[src/rtl/alarm_ringer.sv]
// Alarm ringer: detects the rising edge of a live-time/alarm-time match and
// runs the ring / snooze / stop sequence that drives the buzzer and LEDs.
module alarm_ringer #(
  parameter int unsigned RING_SECS   = 60,
  parameter int unsigned SNOOZE_SECS = 300,
  parameter int unsigned SNOOZE_MAX  = 3,
  parameter int unsigned CW          = 9
) (
  input  logic       clk,
  input  logic       reset,
  input  logic       tick_1hz,
  input  logic       en,
  input  logic       adj_active,
  input  logic [3:0] HT,
  input  logic [3:0] HU,
  input  logic [3:0] MT,
  input  logic [3:0] MU,
  input  logic [3:0] HT_al,
  input  logic [3:0] HU_al,
  input  logic [3:0] MT_al,
  input  logic [3:0] MU_al,
  input  logic       bt_stop,
  input  logic       bt_snooze,
  output logic       buzzer,
  output logic [3:0] leds,
  output logic       ringing,
  output logic [1:0] snooze_cnt
);

  localparam logic [1:0] S_IDLE   = 2'd0;
  localparam logic [1:0] S_RING   = 2'd1;
  localparam logic [1:0] S_SNOOZE = 2'd2;

  localparam logic [CW-1:0] RING_TERM   = CW'(RING_SECS);
  localparam logic [CW-1:0] SNOOZE_TERM = CW'(SNOOZE_SECS);
  localparam logic [1:0]    SNZ_LIMIT   = 2'(SNOOZE_MAX);

  logic [1:0]    r_state, w_state;
  logic [CW-1:0] r_cnt, w_cnt;
  logic [1:0]    r_snz, w_snz;
  logic          r_blink, w_blink;
  logic          r_match_q;

  logic          w_match;
  logic          w_trigger;
  logic [CW-1:0] w_cnt_inc;
  logic          w_in_ring;

  // Plain nibble equality; no BCD validity check.
  assign w_match   = (HT == HT_al) && (HU == HU_al) && (MT == MT_al) && (MU == MU_al);
  assign w_trigger = w_match & ~r_match_q & en & ~adj_active;
  assign w_cnt_inc = r_cnt + CW'(1);

  // State, counter and blink registers.
  always_ff @(posedge clk or negedge reset) begin
    if (!reset) begin
      r_state   <= S_IDLE;
      r_cnt     <= '0;
      r_snz     <= 2'd0;
      r_blink   <= 1'b0;
      r_match_q <= 1'b0;
    end else begin
      r_state   <= w_state;
      r_cnt     <= w_cnt;
      r_snz     <= w_snz;
      r_blink   <= w_blink;
      r_match_q <= w_match;
    end
  end

  // Next-state logic; disarm beats stop beats snooze beats tick/timeout.
  always_comb begin
    w_state = r_state;
    w_cnt   = r_cnt;
    w_snz   = r_snz;
    w_blink = r_blink;
    if (!en) begin
      w_state = S_IDLE;
      w_cnt   = '0;
      w_blink = 1'b0;
    end else begin
      case (r_state)
        S_IDLE: begin
          if (w_trigger) begin
            w_state = S_RING;
            w_cnt   = '0;
            w_snz   = 2'd0;
            w_blink = 1'b1;
          end
        end
        S_RING: begin
          if (bt_stop) begin
            w_state = S_IDLE;
            w_cnt   = '0;
            w_blink = 1'b0;
          end else if (bt_snooze) begin
            w_cnt   = '0;
            w_blink = 1'b0;
            if (r_snz < SNZ_LIMIT) begin
              w_state = S_SNOOZE;
              w_snz   = r_snz + 2'd1;
            end else begin
              w_state = S_IDLE;
            end
          end else if (tick_1hz) begin
            if (w_cnt_inc >= RING_TERM) begin
              w_state = S_IDLE;
              w_cnt   = '0;
              w_blink = 1'b0;
            end else begin
              w_cnt   = w_cnt_inc;
              w_blink = ~r_blink;
            end
          end
        end
        S_SNOOZE: begin
          w_blink = 1'b0;
          if (bt_stop) begin
            w_state = S_IDLE;
            w_cnt   = '0;
          end else if (tick_1hz) begin
            if (w_cnt_inc >= SNOOZE_TERM) begin
              w_state = S_RING;
              w_cnt   = '0;
              w_blink = 1'b1;
            end else begin
              w_cnt   = w_cnt_inc;
            end
          end
        end
        default: begin
          w_state = S_IDLE;
          w_cnt   = '0;
          w_blink = 1'b0;
        end
      endcase
    end
  end

  // Outputs decode registered state only.
  assign w_in_ring  = (r_state == S_RING);
  assign ringing    = w_in_ring;
  assign buzzer     = w_in_ring & r_blink;
  assign leds       = {4{w_in_ring & r_blink}};
  assign snooze_cnt = r_snz;

endmodule

[config.mk]
export PLATFORM = sky130hd
export DESIGN_NAME = alarm_ringer
export DESIGN_NICKNAME = d
export VERILOG_FILES = /design/src/rtl/alarm_ringer.sv
export SDC_FILE = /design/constraint.sdc
export NUM_CORES = 1
export LEC_CHECK = 0
export CAP_MARGIN = 20
export CORE_ASPECT_RATIO = 1.4
export CORE_MARGIN = 2
export CORE_UTILIZATION = 45
export DETAILED_ROUTE_END_ITERATION = 8
export GPL_TIMING_DRIVEN = 0
export PLACE_DENSITY = 0.79
export RECOVER_POWER = 25
export SLEW_MARGIN = 10
export SYNTH_ARGS = -nofsm -noshare
export SYNTH_HDL_FRONTEND = slang
export SYNTH_SLANG_ARGS = --single-unit
[constraint.sdc]
create_clock -name clk -period 2.4 [get_ports clk]
set_input_delay 0.48 -clock clk [delete_from_list [all_inputs] [get_ports clk]]
set_output_delay 0.48 -clock clk [all_outputs]
set_load 0.02 [all_outputs]
After elaboration in Yosys (flattened, before gate mapping)
Cells that the tools add are included.

Output and inout bits: 8. Input bits: 39. Register bits: 15.

Add/subtract/negate cells: 2. Order comparisons: 3. Reduce and logical (&&, ||, !) cells: 9. Bitwise operators: 7. Muxes and demuxes: 36. Equal/unequal tests: 15.

Operator list (number): 2-to-1 mux 9 bit (9); 2-to-1 mux 2 bit (14); one-hot mux 9 bit (3 select lines) (1); == test 4 bit (4); adder 9 x 1 -> 9 bit, second input constant (1); >= comparator 9 x 6 -> 1 bit, second input constant (1); >= comparator 9 bit, second input constant (1); 2-to-1 mux 1 bit (9); != test 4 bit, second input constant (2); != test 2 bit, second input constant (3); one-hot mux 2 bit (3 select lines) (1); AND reduction 6 bit (1); != test 5 x 4 -> 1 bit, second input constant (1); != test 5 bit, second input constant (1); AND reduction 5 bit (1); bitwise AND 1 bit (4); one-hot mux 2 bit (2 select lines) (1); logical AND 1 bit (3); != test 3 bit, second input constant (1); NOT 1 bit (3); one-hot mux 1 bit (3 select lines) (1); AND reduction 3 bit (1); adder 2 x 1 -> 2 bit, second input constant (1); == test 2 x 1 -> 1 bit, second input constant (1); 6 further kinds (6).

Logic depth before layout (Yosys ltp)
Gate-level depths: netlist of the first run.

Depth after elaboration: 10. Gate-level depth with buffers: 10.

Least setup slack after synthesis of the first run
Ideal clock, no wire load.

Path type: reg2reg. Start: register r_state[1]. End: register r_cnt[7]. Required time: 2.282 ns. Data arrival time: 2.137 ns. Path buffers: 0. Period minus slack after synthesis: 2.255 ns. Library setup time: 0.118 ns. Slack: 0.145 ns. Stages on the path, launching flop included: 10. Cells stage by stage: dfrtp_1 > inv_1 > ha_1 > or3b_1 > a21oi_1 > o21ai_0 > a21oi_4 > nand2b_1 > a21oi_1 > a21o_1.

Longest elaborated chain between the ends: 3. Elaborated cells between the ends (all ways): 9. Those cells by class: eq/ne: 5; mux: 2; reduce/logical: 2.

RTL lines: from (decl) (line 38) `logic [1:0] r_state, w_state;`; from (signal assigned) (line 63) `r_state <= w_state;`; == test 2 x 1 -> 1 bit *; named net ringing (line 26) `output logic ringing,`; != test 5 bit (no line) or one-hot mux 9 bit (3 select lines) (tied branches); AND reduction 3 bit (no line) or 2-to-1 mux 9 bit (tied branches); to (signal assigned) (line 64) `r_cnt <= w_cnt;`; to (decl) (line 39) `logic [CW-1:0] r_cnt, w_cnt;`.

The timed path passes the listed nets; every way through them passes the cells marked *. A chain may end at the register's enable or synchronous reset.

Worst setup path after layout of the first run
Start: register r_cnt[1]. End: register r_cnt[3].

Longest elaborated chain between the ends: 8. Elaborated cells between the ends (all ways): 12. Those cells by class: add/sub: 1; order compare: 2; mux: 9.

RTL lines: adder 9 x 1 -> 9 bit * (line 52) `assign w_cnt_inc = r_cnt + CW'(1);`; >= comparator 9 x 6 -> 1 bit (line 106) `if (w_cnt_inc >= RING_TERM) begin`; 2-to-1 mux 9 bit (line 106); 2-to-1 mux 9 bit (line 105) `end else if (tick_1hz) begin`; 2-to-1 mux 9 bit (line 96) `end else if (bt_snooze) begin`; 2-to-1 mux 9 bit (line 92) `if (bt_stop) begin`; one-hot mux 9 bit (3 select lines) * (line 82) `case (r_state)`; 2-to-1 mux 9 bit * (line 77) `if (!en) begin`.

Mark *: on every way between the ends. The rest lies on a longest branch, timed or not. The select of a mux whose other input is x is not followed.

==> impl_metrics.prom, run 1 <==
# TYPE chip_impl_metric gauge
chip_impl_metric{name="report.final.setup_viol",unit=""} 0
chip_impl_info{name="endpoint_kind",value="register"} 1
chip_impl_metric{name="totalWireLength",unit="um"} 3920
chip_impl_metric{name="power_density",unit="nW/um^2"} 277
chip_impl_info{name="worst_path_max_delay_cell",value="sky130_fd_sc_hd__dfrtp_2"} 1
chip_impl_info{name="postSynth.topFlopCell",value="sky130_fd_sc_hd__dfrtp_1"} 1
chip_impl_metric{name="synth.ff_latch_count",unit=""} 15
chip_impl_metric{name="area_of_all_placed_cells_without_fillers",unit="um^2"} 2150
chip_impl_metric{name="finalWorstSetupSlack",unit="ns"} 0.0162
chip_impl_metric{name="grt_start_max_net_pins",unit=""} 16
chip_impl_metric{name="clock_power_share",unit="%"} 37.2
chip_impl_metric{name="netlist-cell-type-count",unit=""} 46
chip_impl_metric{name="power.total",unit="mW"} 0.596
chip_impl_metric{name="synth_edf_count",unit=""} 0
chip_impl_metric{name="worstPathMaxFanout",unit=""} 6
chip_impl_metric{name="via_count_of_the_routed_design",unit=""} 1464
chip_impl_metric{name="num_rows",unit=""} 23
chip_impl_metric{name="placed_area",unit="um^2"} 1890
chip_impl_metric{name="seq_area",unit="um^2"} 378
chip_impl_metric{name="pwr-share-seq",unit="%"} 42.5
chip_impl_info{name="global_routing_s_busiest_layer",value="met2"} 1
chip_impl_metric{name="post_layout_nonfiller_instances",unit=""} 260
chip_impl_info{name="min_from",value="snooze_cnt[0]$_DFFE_PN0P_"} 1
chip_impl_metric{name="filler_cell_count",unit=""} 216
chip_impl_metric{name="gpl_congestion",unit=""} 0.899
chip_impl_metric{name="setup_tns",unit="ns"} 0
chip_impl_metric{name="sw_frac_of_total",unit="%"} 24.5
chip_impl_metric{name="hold_viol",unit=""} 0
chip_impl_info{name="synth_top_area_cell",value="sky130_fd_sc_hd__dfrtp_1"} 1
chip_impl_metric{name="layout_worst_path_cycle_share",unit="%"} 99.3
chip_impl_metric{name="route.antenna.remaining_nets",unit=""} 0
chip_impl_metric{name="worst_slew_pin_slew",unit="ns"} 0.735
chip_impl_metric{name="min_period",unit="ns"} 2.38
chip_impl_metric{name="numPortBuffers",unit=""} 45
chip_impl_metric{name="overflow",unit=""} 0
chip_impl_metric{name="multi_input_area",unit="um^2"} 1030
chip_impl_metric{name="cts_made_buffers",unit=""} 3
chip_impl_metric{name="worstPathArrival",unit="ns"} 2.59
chip_impl_info{name="hold_path_end",value="snooze_cnt[0]$_DFFE_PN0P_"} 1
chip_impl_metric{name="synth_sequential_area_ratio",unit="%"} 26.9
chip_impl_info{name="criticalPathCategory",value="register to register"} 1
chip_impl_metric{name="post_drt_wl_per_cell",unit="um"} 15.1
chip_impl_metric{name="post_route_cells_drive_above_1_share",unit="%"} 21.5
chip_impl_metric{name="critical_path.max_stage_delay",unit="ns"} 0.45
chip_impl_metric{name="syn-mean-instance-area",unit="um^2"} 8.57
chip_impl_metric{name="first_iter_violations",unit=""} 46
chip_impl_metric{name="antenna_found_initial",unit=""} 0
chip_impl_metric{name="power_leakage",unit="nW"} 0.867
chip_impl_info{name="worstSetupStartpointType",value="register"} 1
chip_impl_metric{name="worst_hold_slack",unit="ns"} 0.518
chip_impl_metric{name="synthesis.instances",unit=""} 163
chip_impl_metric{name="finish.net_count",unit=""} 270
chip_impl_metric{name="first_global_vias",unit=""} 1400
chip_impl_metric{name="synth_top_cell_area_share",unit="%"} 26.9
chip_impl_metric{name="synth_async_sr_flop_share",unit="%"} 100
chip_impl_metric{name="placeable_core_area",unit="um^2"} 2910
chip_impl_info{name="grt_setup_unrepaired",value="yes"} 1
chip_impl_info{name="crit_path_cell_trace",value="ha_4 > buf_6 > and3b_1 > o2bb2ai_1 > a22o_1 > o2111ai_2 > a31o_1 > buf_4 > nor4_1 > a211o_1"} 1
chip_impl_metric{name="tritoncts_num_sinks",unit=""} 15
chip_impl_metric{name="insertedDiodeCount",unit=""} 0
chip_impl_metric{name="detail_route.first_pass.iterations",unit=""} 4
chip_impl_metric{name="ctsLongestPathBuffers",unit=""} 2
chip_impl_metric{name="groute.layer.met2.usage",unit="%"} 40.4
chip_impl_metric{name="area_growth_syn_to_layout",unit="%"} 53.9
chip_impl_metric{name="route.detailed.drc",unit=""} 0
chip_impl_metric{name="grt_first_pass_wirelength",unit="um"} 6020
chip_impl_metric{name="cts.htree.levels",unit=""} 1
chip_impl_metric{name="synthesis.nets",unit=""} 209
chip_impl_metric{name="floorplan.die.width",unit="um"} 51.1
chip_impl_info{name="critical_path.reg2reg.endpoint",value="r_cnt[3]$_DFFE_PN0P_"} 1
chip_impl_info{name="tritoncts_clock_tree",value="done"} 1
chip_impl_metric{name="grtUsageMet1",unit="%"} 23.5
chip_impl_metric{name="grt_use_total",unit="%"} 21.8
chip_impl_metric{name="finalClockSkew",unit="ns"} 0.00205
chip_impl_metric{name="maxClockFrequency",unit="MHz"} 419
chip_impl_info{name="regToRegStartpoint",value="r_cnt[1]$_DFFE_PN0P_"} 1
chip_impl_metric{name="dp_cells",unit=""} 245
chip_impl_info{name="post-synth-top-count-cell",value="sky130_fd_sc_hd__xnor2_1"} 1
chip_impl_metric{name="overall_die_height",unit="um"} 69.9
chip_impl_metric{name="drv.max_cap_violation_count",unit=""} 0
chip_impl_metric{name="report.final.slew_viol_count",unit=""} 0
chip_impl_metric{name="reg2reg_slack",unit="ns"} 0.02
chip_impl_info{name="cts_root_buf",value="sky130_fd_sc_hd__clkbuf_8"} 1
chip_impl_metric{name="combinational_cell_fraction_of_total_power",unit="%"} 20.4
chip_impl_metric{name="drt-vias-per-instance",unit=""} 5.63
chip_impl_metric{name="total_die_area",unit="um^2"} 3570
chip_impl_metric{name="worstPathRequired",unit="ns"} 2.60
chip_impl_metric{name="vdd.ir_drop.worst",unit="V"} 0.000244
chip_impl_metric{name="p_int",unit="mW"} 0.450
chip_impl_metric{name="max_slew_headroom_at_the_worst_pin",unit="%"} 50.8
chip_impl_metric{name="timing.hold.worst_path_depth",unit=""} 1
chip_impl_metric{name="detailedPlace.worstSlack",unit="ns"} -0.256
chip_impl_metric{name="cts.reportedPaths.clkPinSlew",unit="ns"} 0.07
chip_impl_metric{name="initial_core_util",unit="%"} 48.1
chip_impl_metric{name="netSwitchingPower",unit="mW"} 0.146
chip_impl_info{name="synth_top_cells_by_area",value="sky130_fd_sc_hd__dfrtp_1 (27%), sky130_fd_sc_hd__xnor2_1 (12%), sky130_fd_sc_hd__ha_1 (6.3%), sky130_fd_sc_hd__nand2_1 (4.6%), sky130_fd_sc_hd__buf_4 (3.2%)"} 1
chip_impl_info{name="hold_class",value="register to register"} 1
chip_impl_metric{name="mappedNetlistArea",unit="um^2"} 1400
chip_impl_metric{name="io_pins",unit=""} 47
chip_impl_metric{name="ys.warnings.count",unit=""} 0
chip_impl_info{name="synth_commonest_cells",value="sky130_fd_sc_hd__xnor2_1 (19), sky130_fd_sc_hd__nand2_1 (17), sky130_fd_sc_hd__dfrtp_1 (15)"} 1
chip_impl_metric{name="fin_util",unit="%"} 74.0
chip_impl_metric{name="global_route.usage.met3",unit="%"} 1.92
chip_impl_info{name="status",value="completed"} 1
chip_impl_metric{name="clk_lat_worst_skew",unit="ns"} 0.26
chip_impl_metric{name="dp_hpwl",unit="um"} 2640
chip_impl_metric{name="worstRegToRegCells",unit=""} 10
[layout by cell type, fill, tap and decap left out, types with 3 or more instances in the layout]
cell / count
sky130_fd_sc_hd__a21o_1: 3
sky130_fd_sc_hd__a21oi_1: 3
sky130_fd_sc_hd__buf_4: 14
sky130_fd_sc_hd__buf_6: 4
sky130_fd_sc_hd__clkbuf_1: 4
sky130_fd_sc_hd__clkbuf_8: 3
sky130_fd_sc_hd__clkdlybuf4s50_1: 39
sky130_fd_sc_hd__dfrtp_1: 13
sky130_fd_sc_hd__dlygate4sd2_1: 4
sky130_fd_sc_hd__ha_1: 5
sky130_fd_sc_hd__inv_1: 8
sky130_fd_sc_hd__mux2i_1: 3
sky130_fd_sc_hd__nand2_1: 17
sky130_fd_sc_hd__nand2b_1: 3
sky130_fd_sc_hd__nand3_1: 4
sky130_fd_sc_hd__nand4_1: 5
sky130_fd_sc_hd__nor2_1: 10
sky130_fd_sc_hd__nor2b_1: 3
sky130_fd_sc_hd__nor3_1: 3
sky130_fd_sc_hd__nor3_2: 3
sky130_fd_sc_hd__o21a_1: 3
sky130_fd_sc_hd__o21ai_0: 5
sky130_fd_sc_hd__o22ai_1: 3
sky130_fd_sc_hd__xnor2_1: 18
[state kept, by name (all words and copies together), names as in the netlist]
name,cells
r_cnt,9
r_state,2
snooze_cnt,2
r_blink,1
r_match_q,1
[critical path, delay by kind of cell, from the launching register on]
family | cells | cell delay [ns]
buffers and inverters | 2 | 0.28
AND/OR/NAND/NOR | 2 | 0.49
flip-flops | 1 | 0.45
AO/OA/AOI/OAI | 5 | 0.93
adder cells (fa/ha/maj) | 1 | 0.18
[final cells by class]
class / instances / share of cell area, %
tap: 37 / 2.15
buffer: 12 / 4.36
timing repair buffer: 56 / 24.4
multi-input combinational: 128 / 48.0
inverter: 8 / 1.40
sequential: 15 / 17.6
clock buffer: 4 / 2.09
[worst max-delay path by stage]
| stage | startpoint | to | slack, ns |
|---|---|---|---|
| final | r_cnt[1]$_DFFE_PN0P_ | r_cnt[3]$_DFFE_PN0P_ | 0.02 |
| after global routing | r_cnt[1]$_DFFE_PN0P_ | r_cnt[3]$_DFFE_PN0P_ | -0.13 |
| after CTS | r_cnt[1]$_DFFE_PN0P_ | r_cnt[2]$_DFFE_PN0P_ | 0.02 |
| after detailed placement | bt_stop | r_cnt[4]$_DFFE_PN0P_ | -0.26 |
| after global placement | bt_stop | r_cnt[5]$_DFFE_PN0P_ | -0.23 |
| after floorplan | r_state[1]$_DFFE_PN0P_ | r_cnt[7]$_DFFE_PN0P_ | 0.15 |
[logic make-up (layout without fill, tap and decap cells)]
| kind of cell | count (synthesis) | after routing | synth area share (%) |
|---|---|---|---|
| AO/OA/AOI/OAI | 36 | 36 | 19.5 |
| XOR/XNOR | 19 | 19 | 11.9 |
| adder cells (fa/ha/maj) | 7 | 7 | 6.27 |
| buffers and inverters | 20 | 80 | 8.15 |
| flip-flops | 15 | 15 | 26.9 |
| multiplexers | 4 | 4 | 3.22 |
| AND/OR/NAND/NOR | 62 | 62 | 24.1 |
[power by group through the flow]
| stage | Sequential [mW] | Clock (mW) | Combinational [mW] |
|---|---|---|---|
| 2_1_floorplan | 0.258 | 0 | 0.0405 |
| 3_3_place_gp | 0.258 | 0 | 0.116 |
| 3_5_place_dp | 0.258 | 0 | 0.120 |
| 4_1_cts | 0.253 | 0.224 | 0.120 |
| 5_1_grt | 0.253 | 0.235 | 0.132 |
| 6_report | 0.253 | 0.222 | 0.121 |
[metal layers]
metal / up-vias / part of all wire (%)
li1: 691 / -
met1: 686 / 35
met2: 73 / 55
met3: 14 / 6.1
met4: 0 / 3.7
met5: - / 0
[timing repair]
action | CTS | global route
buffers inserted | 0 | 9
resized for setup | 11 | 22
setup endpoints to repair | 13 | 12
pin swaps | 0 | 7
hold buffers | 0 | 0
gates cloned | 0 | 2
Power figures use the tool's default switching activity.
==> inputs of run 2 (changes only) <==
- CELL_PAD_IN_SITES_DETAIL_PLACEMENT: not set -> 1
- CELL_PAD_IN_SITES_GLOBAL_PLACEMENT: not set -> 2
- CORE_UTILIZATION: 45 -> 26
- PLACE_DENSITY: 0.79 -> not set
- PLACE_DENSITY_LB_ADDON: not set -> 0.1
==> run 2 against run 1 <==
  * Combinational power hardly changed
  * Count of clock-buffer cells in the layout is 1 lower
  * Critical endpoint is now buzzer
  * Highest routed layer unchanged
  * Design area is 4.6% higher
  * Total power is 0.86% lower
  * First-iteration DRC count is 39% lower
==> impl_metrics.prom, run 2 (same netlist as run 1, synthesis figures left out) <==
# TYPE chip_impl_metric gauge
chip_impl_info{name="max_flop_register",value="r_cnt"} 1
chip_impl_info{name="endpoint_kind",value="output pin"} 1
chip_impl_metric{name="setup_tns",unit="ns"} 0
chip_impl_info{name="regToRegStartpoint",value="r_state[1]$_DFFE_PN0P_"} 1
chip_impl_metric{name="worstPathRequired",unit="ns"} 1.92
chip_impl_metric{name="power_density",unit="nW/um^2"} 263
chip_impl_metric{name="area_growth_syn_to_layout",unit="%"} 61.0
chip_impl_metric{name="post_layout_nonfiller_instances",unit=""} 292
chip_impl_metric{name="placeable_core_area",unit="um^2"} 5200
chip_impl_info{name="status",value="completed"} 1
chip_impl_metric{name="antenna_found_initial",unit=""} 0
chip_impl_metric{name="ctsLongestPathBuffers",unit=""} 2
chip_impl_metric{name="via_count_of_the_routed_design",unit=""} 1396
chip_impl_info{name="hold_path_end",value="snooze_cnt[0]$_DFFE_PN0P_"} 1
chip_impl_metric{name="power.total",unit="mW"} 0.591
chip_impl_metric{name="tritoncts_num_sinks",unit=""} 15
chip_impl_info{name="critical_path.reg2reg.endpoint",value="r_cnt[4]$_DFFE_PN0P_"} 1
chip_impl_metric{name="power_leakage",unit="nW"} 1.09
chip_impl_metric{name="clk_lat_worst_skew",unit="ns"} 0.25
chip_impl_metric{name="grt_use_total",unit="%"} 15.1
chip_impl_metric{name="numPortBuffers",unit=""} 45
chip_impl_metric{name="cts_made_buffers",unit=""} 3
chip_impl_metric{name="worst_slew_pin_slew",unit="ns"} 0.808
chip_impl_metric{name="grt_first_pass_wirelength",unit="um"} 7070
chip_impl_metric{name="reg2reg_slack",unit="ns"} 0.11
chip_impl_metric{name="floorplan.die.width",unit="um"} 66.0
chip_impl_info{name="worstSetupStartpointType",value="register"} 1
chip_impl_metric{name="overall_die_height",unit="um"} 90.8
chip_impl_info{name="criticalPathCategory",value="register to output pin"} 1
chip_impl_metric{name="initial_core_util",unit="%"} 26.9
chip_impl_info{name="layout.cells.most_common",value="sky130_fd_sc_hd__dlymetal6s2s_1"} 1
chip_impl_metric{name="route.detailed.drc",unit=""} 0
chip_impl_metric{name="report.final.slew_viol_count",unit=""} 0
chip_impl_metric{name="dp_hpwl",unit="um"} 3410
chip_impl_info{name="tritoncts_clock_tree",value="done"} 1
chip_impl_metric{name="total_die_area",unit="um^2"} 5990
chip_impl_info{name="mostFrequentLayoutCells",value="sky130_fd_sc_hd__dlymetal6s2s_1 (22), sky130_fd_sc_hd__xnor2_1 (18), sky130_fd_sc_hd__buf_4 (18), sky130_fd_sc_hd__clkdlybuf4s50_1 (18), sky130_fd_sc_hd__nand2_1 (17)"} 1
chip_impl_metric{name="finalClockSkew",unit="ns"} 0.00541
chip_impl_metric{name="totalWireLength",unit="um"} 4490
chip_impl_metric{name="grt_start_max_net_pins",unit=""} 16
chip_impl_metric{name="largest_register_ffs",unit=""} 9
chip_impl_metric{name="dp_cells",unit=""} 274
chip_impl_metric{name="max_slew_headroom_at_the_worst_pin",unit="%"} 46.0
chip_impl_metric{name="cts.htree.levels",unit=""} 1
chip_impl_metric{name="post_route_cells_drive_above_1_share",unit="%"} 21.7
chip_impl_metric{name="detail_route.first_pass.iterations",unit=""} 4
chip_impl_metric{name="fin_util",unit="%"} 43.3
chip_impl_info{name="min_from",value="snooze_cnt[0]$_DFFE_PN0P_"} 1
chip_impl_metric{name="drv.max_cap_violation_count",unit=""} 0
chip_impl_metric{name="filler_cell_count",unit=""} 624
chip_impl_metric{name="post_drt_wl_per_cell",unit="um"} 15.4
chip_impl_metric{name="num_rows",unit=""} 31
chip_impl_metric{name="maxClockFrequency",unit="MHz"} 432
chip_impl_metric{name="holdBufCountCts",unit=""} 0
chip_impl_metric{name="layout_worst_path_cycle_share",unit="%"} 96.5
chip_impl_metric{name="vdd.ir_drop.worst",unit="V"} 0.000166
chip_impl_metric{name="gpl_congestion",unit=""} 0.764
chip_impl_metric{name="insertedDiodeCount",unit=""} 0
chip_impl_metric{name="timing.hold.worst_path_depth",unit=""} 1
chip_impl_metric{name="drt-vias-per-instance",unit=""} 4.78
chip_impl_metric{name="worstRegToRegCells",unit=""} 9
chip_impl_metric{name="overflow",unit=""} 0
chip_impl_metric{name="io_pins",unit=""} 47
chip_impl_metric{name="hold_viol",unit=""} 0
chip_impl_metric{name="first_iter_violations",unit=""} 28
chip_impl_metric{name="first_global_vias",unit=""} 1552
chip_impl_metric{name="cts.reportedPaths.clkPinSlew",unit="ns"} 0.07
chip_impl_info{name="cts_root_buf",value="sky130_fd_sc_hd__clkbuf_8"} 1
chip_impl_metric{name="finish.net_count",unit=""} 273
chip_impl_info{name="hold_class",value="register to register"} 1
chip_impl_metric{name="worstPathArrival",unit="ns"} 1.84
chip_impl_metric{name="worstPathMaxFanout",unit=""} 7
chip_impl_metric{name="min_period",unit="ns"} 2.32
chip_impl_metric{name="route.antenna.remaining_nets",unit=""} 0
chip_impl_metric{name="report.final.setup_viol",unit=""} 0
chip_impl_metric{name="worst_hold_slack",unit="ns"} 0.510
[run 2: cell types whose count changed in the layout (fill, tap and decap cells not counted), sizes merged]
cell | previous run | this run
clkbuf | 7 | 6
clkdlybuf4s50 | 39 | 18
clkinv | 0 | 1
dlymetal6s2s | 1 | 22
buf | 20 | 23
[run 2: where the power goes]
part | internal (mW) | switching (mW) | total, mW
combinational | 0.0755 | 0.0448 | 0.120
clock | 0.115 | 0.103 | 0.218
sequential | 0.253 | 0.000222 | 0.253
[run 2: worst max path at each step]
| stage | start | to | slack, ns | cells after the start |
|---|---|---|---|---|
| after floorplan | r_state[1]$_DFFE_PN0P_ | r_cnt[7]$_DFFE_PN0P_ | 0.15 | 9 |
| after global placement | bt_stop | r_cnt[6]$_DFFE_PN0P_ | -0.36 | 7 |
| after detailed placement | bt_stop | r_cnt[6]$_DFFE_PN0P_ | -0.40 | 8 |
| after CTS | r_state[1]$_DFFE_PN0P_ | buzzer | 0.0008 | 4 |
| after global routing | r_state[1]$_DFFE_PN0P_ | r_cnt[4]$_DFFE_PN0P_ | -0.02 | 9 |
| final | r_state[1]$_DFFE_PN0P_ | buzzer | 0.08 | 4 |
[run 2: timing repair]
action	in CTS	in global routing
buffers inserted	5	8
setup endpoints to repair	14	13
pin swaps	4	25
gates cloned	0	1
resized for setup	14	39
[run 2: area by class of cell]
class / instances / area, um^2 / area share (%)
multi-input cells: 128 / 1010 / 44.9
inverters: 8 / 30.0 / 1.33
clock inverters: 1 / 5.00 / 0.222
repair buffers: 59 / 613 / 27.3
well taps: 66 / 82.6 / 3.67
plain buffers: 12 / 90.1 / 4.00
flip-flops and latches: 15 / 377 / 16.7
clock buffers: 3 / 41.3 / 1.84
[run 2: per-layer routing]
| layer | GRT usage, % | share of wire, % | vias up |
|---|---|---|---|
| li1 | - | - | 696 |
| met5 | 0 | 0 | - |
| met1 | 17.2 | 41 | 673 |
| met3 | 2.24 | 2.4 | 4 |
| met4 | 4.08 | 0.89 | 0 |
| met2 | 28.2 | 56 | 23 |
[run 2: critical path, cell delays in order, from the launching register on]
cell                              delay [ns]
sky130_fd_sc_hd__dfrtp_1                0.43
sky130_fd_sc_hd__inv_1                  0.13
sky130_fd_sc_hd__ha_4                   0.18
sky130_fd_sc_hd__and2_2                 0.20
sky130_fd_sc_hd__clkdlybuf4s50_1        0.63
[run 2: stage by stage]
stage	setup slack [ns]	cell area [um^2]
3_3_place_gp	-0.356	1930
3_5_place_dp	-0.398	1930
2_1_floorplan	0.145	1400
6_report	0.0848	2250
5_1_grt	-0.0231	2250
4_1_cts	0.000834	2050
==> inputs of run 3 (changes only) <==
- CTS_CLUSTER_SIZE: not set -> 20
==> results of run 3 <==
No change in the layout: final DEF, timing and power equal those of run 2.
